[src/rtl/mdll_fcal_pkg.sv]
// Shared state encoding and default sizing for the MDLL frequency-calibration SAR.
package mdll_fcal_pkg;

  localparam int unsigned DEF_DCO_WIDTH      = 5;
  localparam int unsigned DEF_CNT_WIDTH      = 10;
  localparam int unsigned DEF_SETTLE_CYCLES  = 16;
  localparam int unsigned DEF_TIMEOUT_CYCLES = 4096;

  typedef enum logic [2:0] {
    IDLE,
    LOAD,
    SETTLE,
    MEAS,
    RELEASE,
    DECIDE,
    ERR
  } fcal_state_t;

endpackage

[src/rtl/fcal_wait_timer.sv]
// Loadable down-counter; expired is high while the count sits at zero.
module fcal_wait_timer
  import mdll_fcal_pkg::*;
#(
  parameter int unsigned WIDTH = $clog2(DEF_TIMEOUT_CYCLES) + 1
) (
  input  logic             clk,
  input  logic             rst,
  input  logic             load,
  input  logic [WIDTH-1:0] load_val,
  output logic             expired
);

  logic [WIDTH-1:0] count;

  always_ff @(posedge clk) begin
    if (rst) begin
      count <= '0;
    end else if (load) begin
      count <= load_val;
    end else if (count != '0) begin
      count <= count - 1'b1;
    end
  end

  assign expired = (count == '0);

endmodule

[src/rtl/mdll_fcal_sar.sv]
// Successive-approximation search of the MDLL DCO offset code against a target
// fcal count, driving the 4-phase fcal_start/fcal_ready measurement handshake.
module mdll_fcal_sar
  import mdll_fcal_pkg::*;
#(
  parameter int unsigned DCO_WIDTH      = DEF_DCO_WIDTH,
  parameter int unsigned CNT_WIDTH      = DEF_CNT_WIDTH,
  parameter int unsigned SETTLE_CYCLES  = DEF_SETTLE_CYCLES,
  parameter int unsigned TIMEOUT_CYCLES = DEF_TIMEOUT_CYCLES
) (
  input  logic                 clk,
  input  logic                 rst,
  input  logic                 start,
  input  logic [CNT_WIDTH-1:0] target_cnt,
  input  logic                 fcal_ready,
  input  logic [CNT_WIDTH-1:0] fcal_cnt,
  output logic                 fcal_start,
  output logic                 load_offset,
  output logic [DCO_WIDTH-1:0] dco_ctl_offset,
  output logic                 busy,
  output logic                 done,
  output logic                 timeout_err,
  output logic [CNT_WIDTH-1:0] final_cnt
);

  localparam int unsigned WAIT_MAX = (TIMEOUT_CYCLES > SETTLE_CYCLES) ? TIMEOUT_CYCLES : SETTLE_CYCLES;
  localparam int unsigned TW       = $clog2(WAIT_MAX) + 1;
  localparam int unsigned KW       = (DCO_WIDTH > 1) ? $clog2(DCO_WIDTH) : 1;
  localparam logic [TW-1:0] SETTLE_VAL  = TW'(SETTLE_CYCLES - 1);
  localparam logic [TW-1:0] TIMEOUT_VAL = TW'(TIMEOUT_CYCLES - 1);
  localparam logic [KW-1:0] K_TOP       = KW'(DCO_WIDTH - 1);

  fcal_state_t          state, state_n;
  logic [KW-1:0]        k, k_n;
  logic [CNT_WIDTH-1:0] tgt, tgt_n, cmp, cmp_n, final_n;
  logic [DCO_WIDTH-1:0] dco_n;
  logic                 load_n, done_n, fcal_start_n, busy_n, err_n;
  logic                 ready_q;
  logic [CNT_WIDTH-1:0] cnt_q;
  logic                 tmr_load, tmr_expired;
  logic [TW-1:0]        tmr_val;

  fcal_wait_timer #(.WIDTH(TW)) u_timer (
    .clk      (clk),
    .rst      (rst),
    .load     (tmr_load),
    .load_val (tmr_val),
    .expired  (tmr_expired)
  );

  // All outputs are next-state values registered here, so no input reaches an output combinationally.
  always_ff @(posedge clk) begin
    if (rst) begin
      state          <= IDLE;
      k              <= K_TOP;
      tgt            <= '0;
      cmp            <= '0;
      ready_q        <= 1'b0;
      cnt_q          <= '0;
      fcal_start     <= 1'b0;
      load_offset    <= 1'b0;
      dco_ctl_offset <= '0;
      busy           <= 1'b0;
      done           <= 1'b0;
      timeout_err    <= 1'b0;
      final_cnt      <= '0;
    end else begin
      state          <= state_n;
      k              <= k_n;
      tgt            <= tgt_n;
      cmp            <= cmp_n;
      ready_q        <= fcal_ready;
      cnt_q          <= fcal_cnt;
      fcal_start     <= fcal_start_n;
      load_offset    <= load_n;
      dco_ctl_offset <= dco_n;
      busy           <= busy_n;
      done           <= done_n;
      timeout_err    <= err_n;
      final_cnt      <= final_n;
    end
  end

  always_comb begin
    state_n      = state;
    k_n          = k;
    tgt_n        = tgt;
    cmp_n        = cmp;
    final_n      = final_cnt;
    dco_n        = dco_ctl_offset;
    fcal_start_n = fcal_start;
    busy_n       = busy;
    err_n        = timeout_err;
    load_n       = 1'b0;
    done_n       = 1'b0;
    tmr_load     = 1'b0;
    tmr_val      = '0;
    unique case (state)
      IDLE, ERR: begin
        if (start) begin
          state_n               = LOAD;
          tgt_n                 = target_cnt;
          err_n                 = 1'b0;
          k_n                   = K_TOP;
          dco_n                 = '0;
          dco_n[DCO_WIDTH-1]    = 1'b1;
          load_n                = 1'b1;
          busy_n                = 1'b1;
        end
      end
      LOAD: begin
        state_n  = SETTLE;
        tmr_load = 1'b1;
        tmr_val  = SETTLE_VAL;
      end
      SETTLE: begin
        if (tmr_expired) begin
          state_n      = MEAS;
          fcal_start_n = 1'b1;
          tmr_load     = 1'b1;
          tmr_val      = TIMEOUT_VAL;
        end
      end
      MEAS: begin
        if (ready_q) begin
          state_n      = RELEASE;
          final_n      = cnt_q;
          cmp_n        = cnt_q;
          fcal_start_n = 1'b0;
          tmr_load     = 1'b1;
          tmr_val      = TIMEOUT_VAL;
        end else if (tmr_expired) begin
          state_n      = ERR;
          err_n        = 1'b1;
          fcal_start_n = 1'b0;
          busy_n       = 1'b0;
        end
      end
      RELEASE: begin
        if (!ready_q) begin
          state_n = DECIDE;
        end else if (tmr_expired) begin
          state_n      = ERR;
          err_n        = 1'b1;
          fcal_start_n = 1'b0;
          busy_n       = 1'b0;
        end
      end
      DECIDE: begin
        if (cmp > tgt) dco_n[k] = 1'b0;
        load_n = 1'b1;
        if (k != '0) begin
          dco_n[k - KW'(1)] = 1'b1;
          k_n               = k - KW'(1);
          state_n           = LOAD;
        end else begin
          done_n  = 1'b1;
          busy_n  = 1'b0;
          state_n = IDLE;
        end
      end
      default: state_n = IDLE;
    endcase
  end

endmodule

[config.mk]
export PLATFORM = sky130hd
export DESIGN_NAME = mdll_fcal_sar
export DESIGN_NICKNAME = d
export VERILOG_FILES = /design/src/rtl/mdll_fcal_pkg.sv /design/src/rtl/fcal_wait_timer.sv /design/src/rtl/mdll_fcal_sar.sv
export SDC_FILE = /design/constraint.sdc
export NUM_CORES = 1
export LEC_CHECK = 0
export CORE_UTILIZATION = 30
export CTS_CLUSTER_SIZE = 30
export DETAILED_ROUTE_END_ITERATION = 10
export DONT_BUFFER_PORTS = 1
export PLACE_DENSITY = 0.51
export SYNTH_ARGS = -nofsm -noshare
export SYNTH_HDL_FRONTEND = slang
export SYNTH_SLANG_ARGS = --single-unit
[constraint.sdc]
create_clock -name clk -period 1.9 [get_ports clk]
set_clock_uncertainty 0.05 [all_clocks]
set_input_delay 0.19 -clock clk [delete_from_list [all_inputs] [get_ports clk]]
set_output_delay 0.19 -clock clk [all_outputs]
set_load 0.05 [all_outputs]
==> out/results.tsv, run 1 <==
stage	metric	value	unit
finish	ff_latch_area	1215	sq um
sta	timing_hold_violations_final	0	
floorplan	ios	44	
placement	hpwl	4918	microns
power	switchingPower	1.371	mW
cts	clkSlewWorstSetupHoldPaths	0.07	ns
floorplan	core_area	9328	sq um
worst_setup_path	start_kind	flip-flop	
power	combPwrFrac	32.0	%
cts	clock-root-buffer	clkbuf_8	
sta	rsz0062_at_grt	true	
drt	antenna_left	0	
floorplan	dieWidth	100.7	microns
sta	fin_crit_sh	96.07	%
floorplan	dieHeight	100.7	microns
drt	drt_iter0_markers	107	
global_route	overflow	0	
worst_setup_path	reg2reg_depth	8	
placement	place_congestion	0.8329	
drt	wl_per_cell	13.86	microns
sta	fmax	0.5478	GHz
sta	setup_viol	0	
synthesis	synth-seq-area-share	41.11	%
finish	layout-drive-gt1-share	24.69	%
power	switching_share	32.25	%
synthesis	avgSynthCellArea	8.695	sq um
run_status	status	complete, no violations	
job	drv_cap	0	
worst_setup_path	worstSetupEndpointType	flip-flop	
cts	cts_tree	yes	
finish	antennaDiodeCount	0	
power	p_leak	1.563	nW
min_path	hold_path.class	input port to flip-flop	
global_route	antenna_found_initial	0	
synthesis	yosys_warnings	0	
worst_setup_path	cp.required	2.09	ns
drt	num_vias	2571	
worst_setup_path	slowest_delay	0.38	ns
min_path	min_to	dco_ctl_offset[2]	
cts	clockBufferDepth	2	
synthesis	synth_top_area_cell	dfxtp_1	
sta	worst_pin_slew	0.5618	ns
synthesis	synth_cell_type_count	57	
sta	slew_viol_final	0	
synthesis	synth_flop_cell	dfxtp_1	
synthesis	async_reset_ff_share	0	%
drt	drc	0	
cts	htreeDepth	3	
finish	multiInputGateArea	1679	sq um
power	ir_drop	0.5323	mV
drt	wirelength	7399	microns
finish	nFillCells	959	
drt	drtPass1Iterations	4	
cts	numCtsBuffers	9	
worst_setup_path	reg2reg_to	busy	
floorplan	die-area	10140	sq um
worst_setup_path	path_cells	inv_2 -> ha_4 -> nor4b_4 -> buf_4 -> nand4b_2 -> a221o_1 -> a21oi_1 -> nor2_1	
cts	clkLatencyLatePin	0.35	ns
synthesis	synth.area.top_cells	dfxtp_1 (41%), ha_1 (5.6%), a21oi_1 (5.3%)	
synthesis	yosys.area.top_type_share	41.11	%
global_route	grt_pass1_vias	2526	
min_path	min_from	rst	
worst_setup_path	crit_slowest_cell	a221o_1	
drt	post_drt_via_cell_ratio	4.815	
synthesis	synth-seq-cells	60	
synthesis	synthCells	336	
worst_setup_path	crit_type	flip-flop to flip-flop	
sta	finalCriticalPeriod	1.825	ns
power	seqPwrFrac	36.9	%
worst_setup_path	r2r-start	u_timer.count[1]	
sta	relSlewSlack	62.49	%
synthesis	syn-num-nets	373	
floorplan	start_util	31.32	%
floorplan	rows	35	
sta	tns	0	ns
finish	fin_util	42.37	%
finish	syn_to_final_growth	35.29	%
power	power_density	1075	nW/um^2
power	clkPwrFrac	31.1	%
power	p_int	2.880	mW
global_route	grt_pass1_wl	12230	microns
cts	cts.sinks	60	
synthesis	synth_edf_count	0	
global_route	grt_max_degree	49	
global_route	track_usage	15.68	%
min_path	min_path_cells	2	
placement	io_buffers	0	
worst_setup_path	rrSetupSlack	0.07	ns
finish	fin_nets	437	
synthesis	synth_area	2922	sq um
worst_setup_path	cp_max_fo	3	
worst_setup_path	crit_arrival	2.01	ns
-- layout make-up --
cell class	count	area share [%]
Clock buffer	10	3.482
Sequential cell	60	30.74
Timing Repair Buffer	69	15.13
Multi-Input combinational cell	240	42.48
Clock inverter	6	2.184
Inverter	20	1.899
Tap cell	129	4.084
-- worst max path at each step --
stage	startpoint	endpoint	slack, ns	depth (start not counted)
5_1_grt	u_timer.count[0]	u_timer.count[0]	-0.02	7
3_5_place_dp	tgt[3]	dco_ctl_offset[2]	-0.22	7
6_report	u_timer.count[1]	busy	0.07	8
4_1_cts	tgt[3]	dco_ctl_offset[2]	0.005	7
2_1_floorplan	cmp[3]	dco_ctl_offset[2]	-0.02	6
3_3_place_gp	tgt[3]	dco_ctl_offset[2]	-0.16	7
-- power by group through the flow --
stage               combinational (mW)  clock [mW]  sequential (mW)
finish                            1.36        1.32             1.57
global route                      1.50        1.42             1.59
CTS                               1.31        1.35             1.56
detailed placement                1.19           0             1.58
global placement                  1.18           0             1.58
floorplan                        0.825           0             1.57
-- synthesized netlist by cell type, types with 3 or more instances --
cell type	n
a211oi_1	4
a21oi_1	31
clkbuf_1	13
dfxtp_1	60
ha_1	13
inv_1	20
mux2i_1	11
nand2_1	39
nand2b_1	8
nand3_1	4
nand4_1	3
nor2_1	28
nor2b_1	16
nor3_1	10
nor4_1	6
o21ai_0	5
o31ai_1	6
or3_1	5
xnor2_1	4
xor2_1	6
-- cells by family after synthesis --
family                     Yosys count  share of synthesized area, %
AOI/OAI and AO/OA                   69                         15.76
xor gates and xnor gates            10                         2.998
muxes                               12                         4.154
adders and majority gates           13                         5.568
DFF                                 60                         41.11
and+or+nand+nor                    136                         25.14
buffers and inverters               36                         5.268
-- sequential cells by signal, summed over array words and instances, names as in the netlist --
| register | cells |
|---|---|
| busy | 1 |
| cmp | 10 |
| cnt_q | 10 |
| dco_ctl_offset | 5 |
| done | 1 |
| fcal_start | 1 |
| k | 3 |
| load_offset | 1 |
| ready_q | 1 |
| state | 3 |
| tgt | 10 |
| timeout_err | 1 |
| u_timer.count | 13 |
-- metrics by stage --
stage                     cells  total power [mW]  hold WS (ns)  area (sq um)  setup slack (ns)
after floorplan             336             2.397        0.2682          2929          -0.01965
after global placement      491             2.757        0.2176          3339           -0.1629
after detailed placement    491             2.772        0.2203          3339           -0.2188
after CTS                   532             4.224      0.003763          3849          0.005143
after global routing        534             4.507       0.01848          3953          -0.02188
final                       534             4.250      0.003052          3953           0.07462
-- layout by cell type, fill, tap and decap left out, types with 3 or more instances in the layout --
cell	Yosys	final
dfxtp_1	60	49
xor2_1	6	6
mux2i_1	11	11
o21ai_0	5	5
xnor2_1	4	4
nand2b_1	8	8
buf_4	1	45
nand4_1	3	3
ha_4	0	4
nor3_1	10	10
o31ai_1	6	6
nor2_1	28	28
inv_1	20	18
ha_1	13	9
clkbuf_8	0	10
nor4_1	6	5
a21oi_1	31	29
nor2b_1	16	16
nand2_1	39	39
or3_1	5	4
nand3_1	4	4
dlygate4sd3_1	0	22
dfxtp_2	0	11
-- layer usage --
metal | up-vias | routed length (microns) | share of wire (%) | global-route usage [%]
met5 | - | 0 | 0 | 0
met4 | 0 | 76 | 1.0 | 5.574
met3 | 6 | 470 | 6.4 | 5.132
met2 | 49 | 3479 | 47 | 23.97
met1 | 1208 | 3373 | 46 | 20.64
li1 | 1308 | - | - | -
-- worst max-delay path, delay by kind of cell, from the launching register on --
kind / cells / cell delay, ns
AO/OA/AOI/OAI: 2 / 0.54
buffers and inverters: 2 / 0.23
adder cells (fa/ha/maj): 1 / 0.14
flip-flops: 1 / 0.32
AND/OR/NAND/NOR: 3 / 0.44
-- repair_timing --
item                                    in CTS  in global routing
pin swaps                                    4                 13
resized for setup                           10                 14
endpoints found under the setup margin      11                 13
hold endpoints to repair                    48                  0
setup buffers                                3                  2
hold buffers                                23                  0
(Power assumes the default switching activity.)
==> run 2: changes to the inputs <==
CELL_PAD_IN_SITES_DETAIL_PLACEMENT = 0   (was unset)
CELL_PAD_IN_SITES_GLOBAL_PLACEMENT = 1   (was unset)
PLACE_DENSITY = 0.62   (was 0.51)
==> out/results.tsv, run 2 (synthesized netlist as in run 1, its figures left out) <==
stage	metric	value	unit	change
sta	fin_crit_sh	98.15	%	+2.1 points
finish	largest_register_ffs	13		unchanged
global_route	grt_pass1_wl	12210	microns	-0.22%
worst_setup_path	crit_type	flip-flop to flip-flop		
floorplan	rows	35		unchanged
job	drv_cap	0		unchanged
worst_setup_path	crit_slowest_cell	a221o_1		
power	switching_share	33.73	%	+1.5 points
power	switchingPower	1.456	mW	+6.3%
placement	placed_area	3387	sq um	+1.4%
power	seqPwrFrac	36.0	%	-0.9 points
drt	wl_per_cell	13.50	microns	-2.6%
cts	clock-root-buffer	clkbuf_8		
global_route	overflow	0		unchanged
cts	cts_tree	yes		
floorplan	dieHeight	100.7	microns	unchanged
placement	io_buffers	0		unchanged
drt	dr.max_layer_used	met4		
global_route	grt_max_degree	48		-2.0%
power	p_int	2.861	mW	-0.64%
finish	nFillCells	916		-4.5%
placement	hpwl	5033	microns	+2.3%
drt	wl_met3	251	microns	-47%
worst_setup_path	slowest_delay	0.35	ns	-0.03 ns
drt	drt_iter0_markers	73		-32%
finish	layout-drive-gt1-share	27.91	%	+3.2 points
cts	clockBufferDepth	2		unchanged
global_route	grt_pass1_vias	2498		-1.1%
sta	slew_viol_final	0		unchanged
worst_setup_path	crit_arrival	2.04	ns	+0.03 ns
cts	numCtsBuffers	9		unchanged
run_status	status	complete, no violations		
worst_setup_path	cp.required	2.07	ns	-0.02 ns
sta	setup_viol	0		unchanged
finish	multiInputGateArea	1722	sq um	+2.5%
drt	drtPass1Iterations	4		unchanged
finish	syn_to_final_growth	38.03	%	
finish	fin_nets	444		+1.6%
drt	met2_length	3489	microns	+0.29%
drt	num_vias	2561		-0.39%
drt	wl_met1	3498	microns	+3.7%
finish	antennaDiodeCount	0		unchanged
power	combPwrFrac	37.1	%	+5.1 points
sta	finalCriticalPeriod	1.865	ns	+0.03946 ns
floorplan	die-area	10140	sq um	unchanged
worst_setup_path	path_cells	inv_2 -> ha_4 -> nor4b_4 -> buf_4 -> nand4b_4 -> a221o_1 -> a21oi_1 -> nor2_1		
min_path	hold_path.class	input port to flip-flop		
floorplan	core_area	9328	sq um	unchanged
sta	timing_hold_violations_final	0		unchanged
finish	ff_latch_area	1212	sq um	-0.21%
power	p_leak	1.604	nW	+2.6%
floorplan	start_util	31.32	%	unchanged
sta	holdWs	0.01154	ns	+0.008486 ns
global_route	antenna_found_initial	0		unchanged
sta	rsz0062_at_grt	true		
power	power_density	1071	nW/um^2	-0.44%
drt	post_drt_via_cell_ratio	4.734		-1.7%
finish	fin_area	4033	sq um	+2.0%
power	ir_drop	0.5416	mV	+1.8%
power	clkPwrFrac	26.9	%	-4.2 points
sta	relSlewSlack	64.38	%	+1.9 points
finish	fin_util	43.23	%	+0.86 points
floorplan	dieWidth	100.7	microns	unchanged
cts	htreeDepth	3		unchanged
finish	final_cell_mix	dfxtp_1 (51), buf_4 (47), nand2_1 (34)		
worst_setup_path	worstSetupEndpointType	flip-flop		
drt	antenna_left	0		unchanged
finish	largest-register	u_timer.count		
drt	wirelength	7301	microns	-1.3%
worst_setup_path	cp_max_fo	5		+2
finish	stdcell_count	541		+1.3%
cts	cts.sinks	60		unchanged
worst_setup_path	start_kind	flip-flop		
sta	fmax	0.5362	GHz	-2.1%
global_route	track_usage	15.73	%	+0.043 points
placement	place_congestion	0.7952		-4.5%
cts	clkSlewWorstSetupHoldPaths	0.07	ns	about the same
finish	final_common_cell	dfxtp_1		
sta	worst_pin_slew	0.5335	ns	-0.02828 ns
drt	drc	0		unchanged
floorplan	ios	44		unchanged
placement	dp_cells	499		+1.6%
cts	clkLatencyLatePin	0.34	ns	about the same
-- run 2: changes by cell type in the layout (fill, tap and decap cells not counted), moves of 3 or more --
cell     before  now
buf_6         0    6
ha_4          4    1
a21oi_1      29   23
ha_1          9   12
nand2_1      39   34
a21oi_2       2    8
nand2_4       0    3
-- run 2: worst max-delay path: cells and delay by family (launching register included) --
kind	cells	cell delay, ns
compound gates	2	0.49
simple gates	3	0.48
flops	1	0.32
buf+inv	2	0.26
fa+ha+maj	1	0.14
-- run 2: worst paths after layout --
path / from / end / slack (ns) / depth (start not counted)
worst min register to register: cnt_q[8] / cmp[8] / 0.38 / 2
worst max-delay path: u_timer.count[0] / busy / 0.04 / 8
worst min-delay path: rst / dco_ctl_offset[1] / 0.01 / 3
worst max register to register: u_timer.count[0] / busy / 0.04 / 8
-- run 2: metrics by stage --
step           setup TNS (ns)  setup slack [ns]  power [mW]
2_1_floorplan        -0.03931          -0.01965       2.397
3_3_place_gp           -1.045           -0.1389       2.803
3_5_place_dp           -1.793           -0.2376       2.822
4_1_cts             -0.006097         -0.006097       4.127
5_1_grt               -0.4595          -0.06681       4.617
6_report                    0           0.03516       4.318
-- run 2: area by class of cell --
cell class              instances  share of cell area [%]
multi-input cells             240                   42.69
clock inverters                 6                   1.582
inverters                      20                   1.862
flip-flops and latches         60                   30.07
clock buffers                  10                   3.413
repair buffers                 76                   16.38
well taps                     129                   4.002
-- run 2: per-layer routing --
metal,up-vias,global-route usage (%)
met1,1209,20.01
met5,-,0
met3,4,5.687
met2,32,25.03
met4,0,4.459
li1,1316,-
-- run 2: timing repair --
action | 4_1_cts | 5_1_grt
gates resized for setup | 6 | 37
setup buffers | 0 | 3
endpoints found under the setup margin | 19 | 23
endpoints found under the hold margin | 47 | 0
hold buffers | 23 | 0
cloned | 0 | 0
pin swaps | 3 | 8
-- run 2: power by group through the flow --
stage	clock, mW	sequential [mW]	combinational [mW]
after global routing	1.28	1.57	1.77
after detailed placement	0	1.57	1.25
after floorplan	0	1.57	0.825
after CTS	1.21	1.55	1.37
after global placement	0	1.57	1.23
final	1.16	1.55	1.60
==> run 3: changes to the inputs <==
CTS_CLUSTER_DIAMETER = 60   (was unset)
==> results of run 3 <==
Final layout, timing and power as in run 2 (identical DEF).
